===== src/rtl/ram_rr_arbiter.sv =====
// ram_rr_arbiter
// Shares one single-port RAM between two requesters, A and B. Each requester
// issues a single read or write with a req/ack handshake. The arbiter grants
// one command at a time in round-robin order. It drives the RAM for one cycle
// and then returns the result with a one-cycle ack pulse.
//
// Ports
//   clk, rst                          clock; asynchronous active-high reset
//   a_req/a_we/a_addr/a_wdata         command from requester A
//   a_ack/a_rdata                     completion pulse and read result for A
//   b_*                               the same set of signals for requester B
//   ram_write_en/address/write_data   drive the RAM; this block is their only driver
//   ram_read_data                     registered RAM read data (1-cycle latency)
//   busy                              high while a command is in ISSUE or RESP
//
// state  | meaning
// -------+------------------------------------------------------------
// IDLE   | waiting for an eligible request; grant and latch the command
// ISSUE  | RAM port driven with the latched command for one cycle
// RESP   | read data valid from RAM; ack and rdata to the granted side

module ram_rr_arbiter #(
    parameter int DATA_W = 8,
    parameter int ADDR_W = 3
) (
    input  logic              clk,
    input  logic              rst,
    input  logic              a_req,
    input  logic              a_we,
    input  logic [ADDR_W-1:0] a_addr,
    input  logic [DATA_W-1:0] a_wdata,
    output logic              a_ack,
    output logic [DATA_W-1:0] a_rdata,
    input  logic              b_req,
    input  logic              b_we,
    input  logic [ADDR_W-1:0] b_addr,
    input  logic [DATA_W-1:0] b_wdata,
    output logic              b_ack,
    output logic [DATA_W-1:0] b_rdata,
    output logic              ram_write_en,
    output logic [ADDR_W-1:0] ram_address,
    output logic [DATA_W-1:0] ram_write_data,
    input  logic [DATA_W-1:0] ram_read_data,
    output logic              busy
);

    localparam logic [1:0] S_IDLE  = 2'd0;
    localparam logic [1:0] S_ISSUE = 2'd1;
    localparam logic [1:0] S_RESP  = 2'd2;

    logic [1:0]        state_q, state_d;
    logic              prio_q, prio_d;     // 0: A wins a tie, 1: B wins a tie
    logic              id_q, id_d;         // 0: A granted, 1: B granted
    logic              we_q, we_d;
    logic              a_ack_q, a_ack_d;
    logic              b_ack_q, b_ack_d;
    logic [DATA_W-1:0] a_rdata_q, a_rdata_d;
    logic [DATA_W-1:0] b_rdata_q, b_rdata_d;
    logic              ram_write_en_q, ram_write_en_d;
    logic [ADDR_W-1:0] ram_address_q, ram_address_d;
    logic [DATA_W-1:0] ram_write_data_q, ram_write_data_d;
    logic              busy_q, busy_d;

    logic elig_a, elig_b, grant_b;

    // A requester whose ack is high right now is finishing its command. Its
    // held req must not be granted again in the same cycle.
    assign elig_a  = a_req & ~a_ack_q;
    assign elig_b  = b_req & ~b_ack_q;
    assign grant_b = elig_b & (~elig_a | prio_q);

    always_comb begin
        state_d          = state_q;
        prio_d           = prio_q;
        id_d             = id_q;
        we_d             = we_q;
        a_ack_d          = 1'b0;
        b_ack_d          = 1'b0;
        a_rdata_d        = a_rdata_q;
        b_rdata_d        = b_rdata_q;
        ram_write_en_d   = ram_write_en_q;
        ram_address_d    = ram_address_q;
        ram_write_data_d = ram_write_data_q;

        case (state_q)
            S_IDLE: begin
                if (elig_a || elig_b) begin
                    id_d             = grant_b;
                    prio_d           = ~grant_b;
                    we_d             = grant_b ? b_we : a_we;
                    ram_write_en_d   = grant_b ? b_we : a_we;
                    ram_address_d    = grant_b ? b_addr : a_addr;
                    ram_write_data_d = grant_b ? b_wdata : a_wdata;
                    state_d          = S_ISSUE;
                end
            end
            S_ISSUE: begin
                ram_write_en_d = 1'b0;
                state_d        = S_RESP;
            end
            S_RESP: begin
                if (id_q) begin
                    b_ack_d = 1'b1;
                    if (!we_q) b_rdata_d = ram_read_data;
                end else begin
                    a_ack_d = 1'b1;
                    if (!we_q) a_rdata_d = ram_read_data;
                end
                state_d = S_IDLE;
            end
            default: begin
                ram_write_en_d = 1'b0;
                state_d        = S_IDLE;
            end
        endcase

        busy_d = (state_d != S_IDLE);
    end

    always_ff @(posedge clk or posedge rst) begin
        if (rst) begin
            state_q          <= S_IDLE;
            prio_q           <= 1'b0;
            id_q             <= 1'b0;
            we_q             <= 1'b0;
            a_ack_q          <= 1'b0;
            b_ack_q          <= 1'b0;
            a_rdata_q        <= '0;
            b_rdata_q        <= '0;
            ram_write_en_q   <= 1'b0;
            ram_address_q    <= '0;
            ram_write_data_q <= '0;
            busy_q           <= 1'b0;
        end else begin
            state_q          <= state_d;
            prio_q           <= prio_d;
            id_q             <= id_d;
            we_q             <= we_d;
            a_ack_q          <= a_ack_d;
            b_ack_q          <= b_ack_d;
            a_rdata_q        <= a_rdata_d;
            b_rdata_q        <= b_rdata_d;
            ram_write_en_q   <= ram_write_en_d;
            ram_address_q    <= ram_address_d;
            ram_write_data_q <= ram_write_data_d;
            busy_q           <= busy_d;
        end
    end

    assign a_ack          = a_ack_q;
    assign b_ack          = b_ack_q;
    assign a_rdata        = a_rdata_q;
    assign b_rdata        = b_rdata_q;
    assign ram_write_en   = ram_write_en_q;
    assign ram_address    = ram_address_q;
    assign ram_write_data = ram_write_data_q;
    assign busy           = busy_q;

endmodule

===== config.mk =====
export PLATFORM = sky130hd
export DESIGN_NAME = ram_rr_arbiter
export DESIGN_NICKNAME = d
export VERILOG_FILES = /design/src/rtl/ram_rr_arbiter.sv
export SDC_FILE = /design/constraint.sdc
export NUM_CORES = 1
export LEC_CHECK = 0
export CORE_MARGIN = 10
export CORE_UTILIZATION = 44
export DETAILED_ROUTE_END_ITERATION = 10
export GPL_ROUTABILITY_DRIVEN = 0
export HOLD_SLACK_MARGIN = 0.02
export PLACE_DENSITY = 0.84
export SLEW_MARGIN = 40
export SYNTH_ARGS = -nofsm -noshare
export SYNTH_HDL_FRONTEND = slang
export SYNTH_SLANG_ARGS = --single-unit

===== constraint.sdc =====
create_clock -name clk -period 2.1 [get_ports clk]
set_input_delay 0.42 -clock clk [delete_from_list [all_inputs] [get_ports clk]]
set_output_delay 0.42 -clock clk [all_outputs]
set_load 0.02 [all_outputs]

==> impl_results.md <==
* Status: finished clean
* Final setup fails at 0
* CTS clk-pin slew, worst paths at 100 ps
* Pwr Density at ~1500 nW/um2
* Nets at 223
* CP max stage cell: clkdlybuf4s50_1
* Clock latency on the worst-skew pair at 330 ps
* CP cell instances: clkdlybuf4s50_1
* Post-route DRC at 0
* Worst min path class: input port to asynchronous set/reset pin
* Synth Cell Area at approximately 1500 um2
* Placeable Area at approximately 3100 um2
* Post-cts resize count at 0
* Setup crit end kind: output pin
* # IOs at 67
* FMAX at 0.563 GHz
* Vias in the first global route at 1246
* Dpl hpwl at 3.29 mm
* WP buf/inv at 1
* Row count at 20
* CP max FO at 2
* Antenna violation net count after detailed routing at 0
* Worst path depth at 1
* Syn Nets at 150
* Combinational share of power at 0.524
* Total power at 0.00345 W
* Buffer type at the clock tree root: clkbuf_4
* Max-slew violation count at 0
* Final wirelength at roughly 4 mm
* Initial Utilization at 0.472
* Synth warnings at 0
* Net Switching at 0.00134 W
* Maximum vdd drop at 0.738 mV
* Clock net sink count at 36
* H-tree depth at 2
* Max Cap Viol at 0
* Tmin final at 1780 ps
* GR Overflow Total at 0
* CTS Hold Bufs at 0
* Switch share at 0.388
* Setup total negative slack at 0 ps
* Syn avg cell area at 13.0 um2
* Period utilization at 0.846
* DR pass1 iterations at 4
* Final hold slack at 483 ps
* Die ar. at between 6000 and 7000 um2
* Cell count after synthesis at 114
* Clock power frac at 0.110
* Critical Path Source Type: flip-flop
* Antenna Cells at 0
* Worst-margin pin slew at between 400 and 500 ps
* Seq pwr share at 0.367
* Total number of vias at 1143
* Largest net degree at the start of global routing at 37
* Fin. Hold Viols at 0
* DRT iter0 DRCs at 120
* Worst Path Required at 1680 ps
* Post-CTS setup buffer count at 0
* Crit path DAT at approximately 1400 ps
* #FFs+latches synth at 36
* Clk buf depth at 2
* Pint at around 0.0021 W
* Setup CP Type: flip-flop to output pin
* Count of input and output buffers at 66
* Placed cell area at around 2200 um2
* Layout area overhead at 52.8%
* Tot GR Track Use at 0.137
* Num CTS Buffers at 5
* Fillers at 197
* Layout cell share with drive strength beyond 1 at 0.176
* RSZ-0062 raised after global routing: no
* Max_slew headroom at 0.690
* Most frequent cells in the layout: clkdlybuf4s50_1, dfrtp_1, nand2_1, mux2_2, a22oi_1
* First-pass GRT wire length at about 6.6 mm
* Clock skew at 8.22 ps
* Routed wire per std cell at 17.6 um
* Die width at 78.0 um
* R2r worst-path depth at 3
* Most common cell after layout, fill and taps aside: clkdlybuf4s50_1
* Final Cell Area at 2260 um2
* Yosys cell types at 19
* TritonCTS clock tree: yes
* Leak at 1.00 nW
* Antenna violations before repair at 0
* Slowest Stage Delay on Critical Path at between 600 and 700 ps
* Die Ht at 78.0 um
* Register area share after synthesis at 0.610
* Via/cell ratio at ~4.9
* Family with the most delay on the worst path: buffers and inverters
[layout make-up]
cell class / count / area (um2) / share of cell area
repair buffers: 69 / 683 / 0.303
inverters: 3 / 11.3 / 0.00499
multi-input cells: 72 / 548 / 0.243
flip-flops and latches: 36 / 901 / 0.399
well taps: 44 / 55.1 / 0.0244
clock buffers: 8 / 58.8 / 0.0261
[cells in the mapped netlist, drive strengths merged]
master / n / area [um2]
dfrtp: 36 / 901
nand2: 25 / 93.8
o21ai: 2 / 13.8
nand2b: 2 / 27.5
a21o: 2 / 15.0
nor2: 4 / 15.0
o21bai: 1 / 7.51
mux2: 16 / 180
nor2b: 3 / 26.3
o211a: 1 / 10.0
nor3: 2 / 32.5
and2b: 1 / 8.76
buf: 3 / 17.5
a2111oi: 1 / 27.5
inv: 3 / 11.3
a22oi: 12 / 90.1
[sequential cells by signal, summed over array words and instances, names as in the netlist]
signal,count
prio_q,1
state_q,2
id_q,1
ram_write_data,8
b_rdata,8
a_ack,1
we_q,1
ram_write_en,1
busy,1
a_rdata,8
ram_address,3
b_ack,1
[final timing paths]
kind / startpoint / to / slack [ps]
worst max register to register: state_q[0] / a_rdata[0] / 560
worst min register to register: b_rdata[0] / b_rdata[0] / 520
min in group clk: b_rdata[0] / b_rdata[0] / 520
max in group asynchronous: rst / ram_write_data[1] / 1300
worst max-delay path: b_ack / b_ack / 320
worst min-delay path: rst / a_rdata[3] / 480
[metal layers]
metal,GRT usage,share of wire
met5,0,0
met1,0.144,0.37
met3,0.0357,0.046
met2,0.245,0.55
met4,0.0699,0.027
[power groups by stage]
stage,sequential (W),clock (W),combinational [W]
4_1_cts,0.00127,0.000391,0.00184
3_5_place_dp,0.00128,0,0.00183
3_3_place_gp,0.00126,0,0.00178
6_report,0.00126,0.000378,0.00181
5_1_grt,0.00131,0.000427,0.00192
2_1_floorplan,0.00161,0,0.000644
[cells by family (layout without fill, tap and decap cells)]
group,count (synthesis),after routing,synth area share
AND/OR/NAND/NOR,37,37,0.138
AO/OA/AOI/OAI,19,19,0.111
buffers and inverters,6,80,0.0195
flip-flops,36,36,0.610
multiplexers,16,16,0.122
[stage by stage]
stage,cells,worst slack [ps],utilization
after floorplan,114,706,-
after global placement,224,271,0.703
after detailed placement,224,144,0.703
after CTS,232,307,0.722
after global routing,232,283,0.722
final,232,322,0.722
Note: power is estimated with default switching activity, not from simulation.
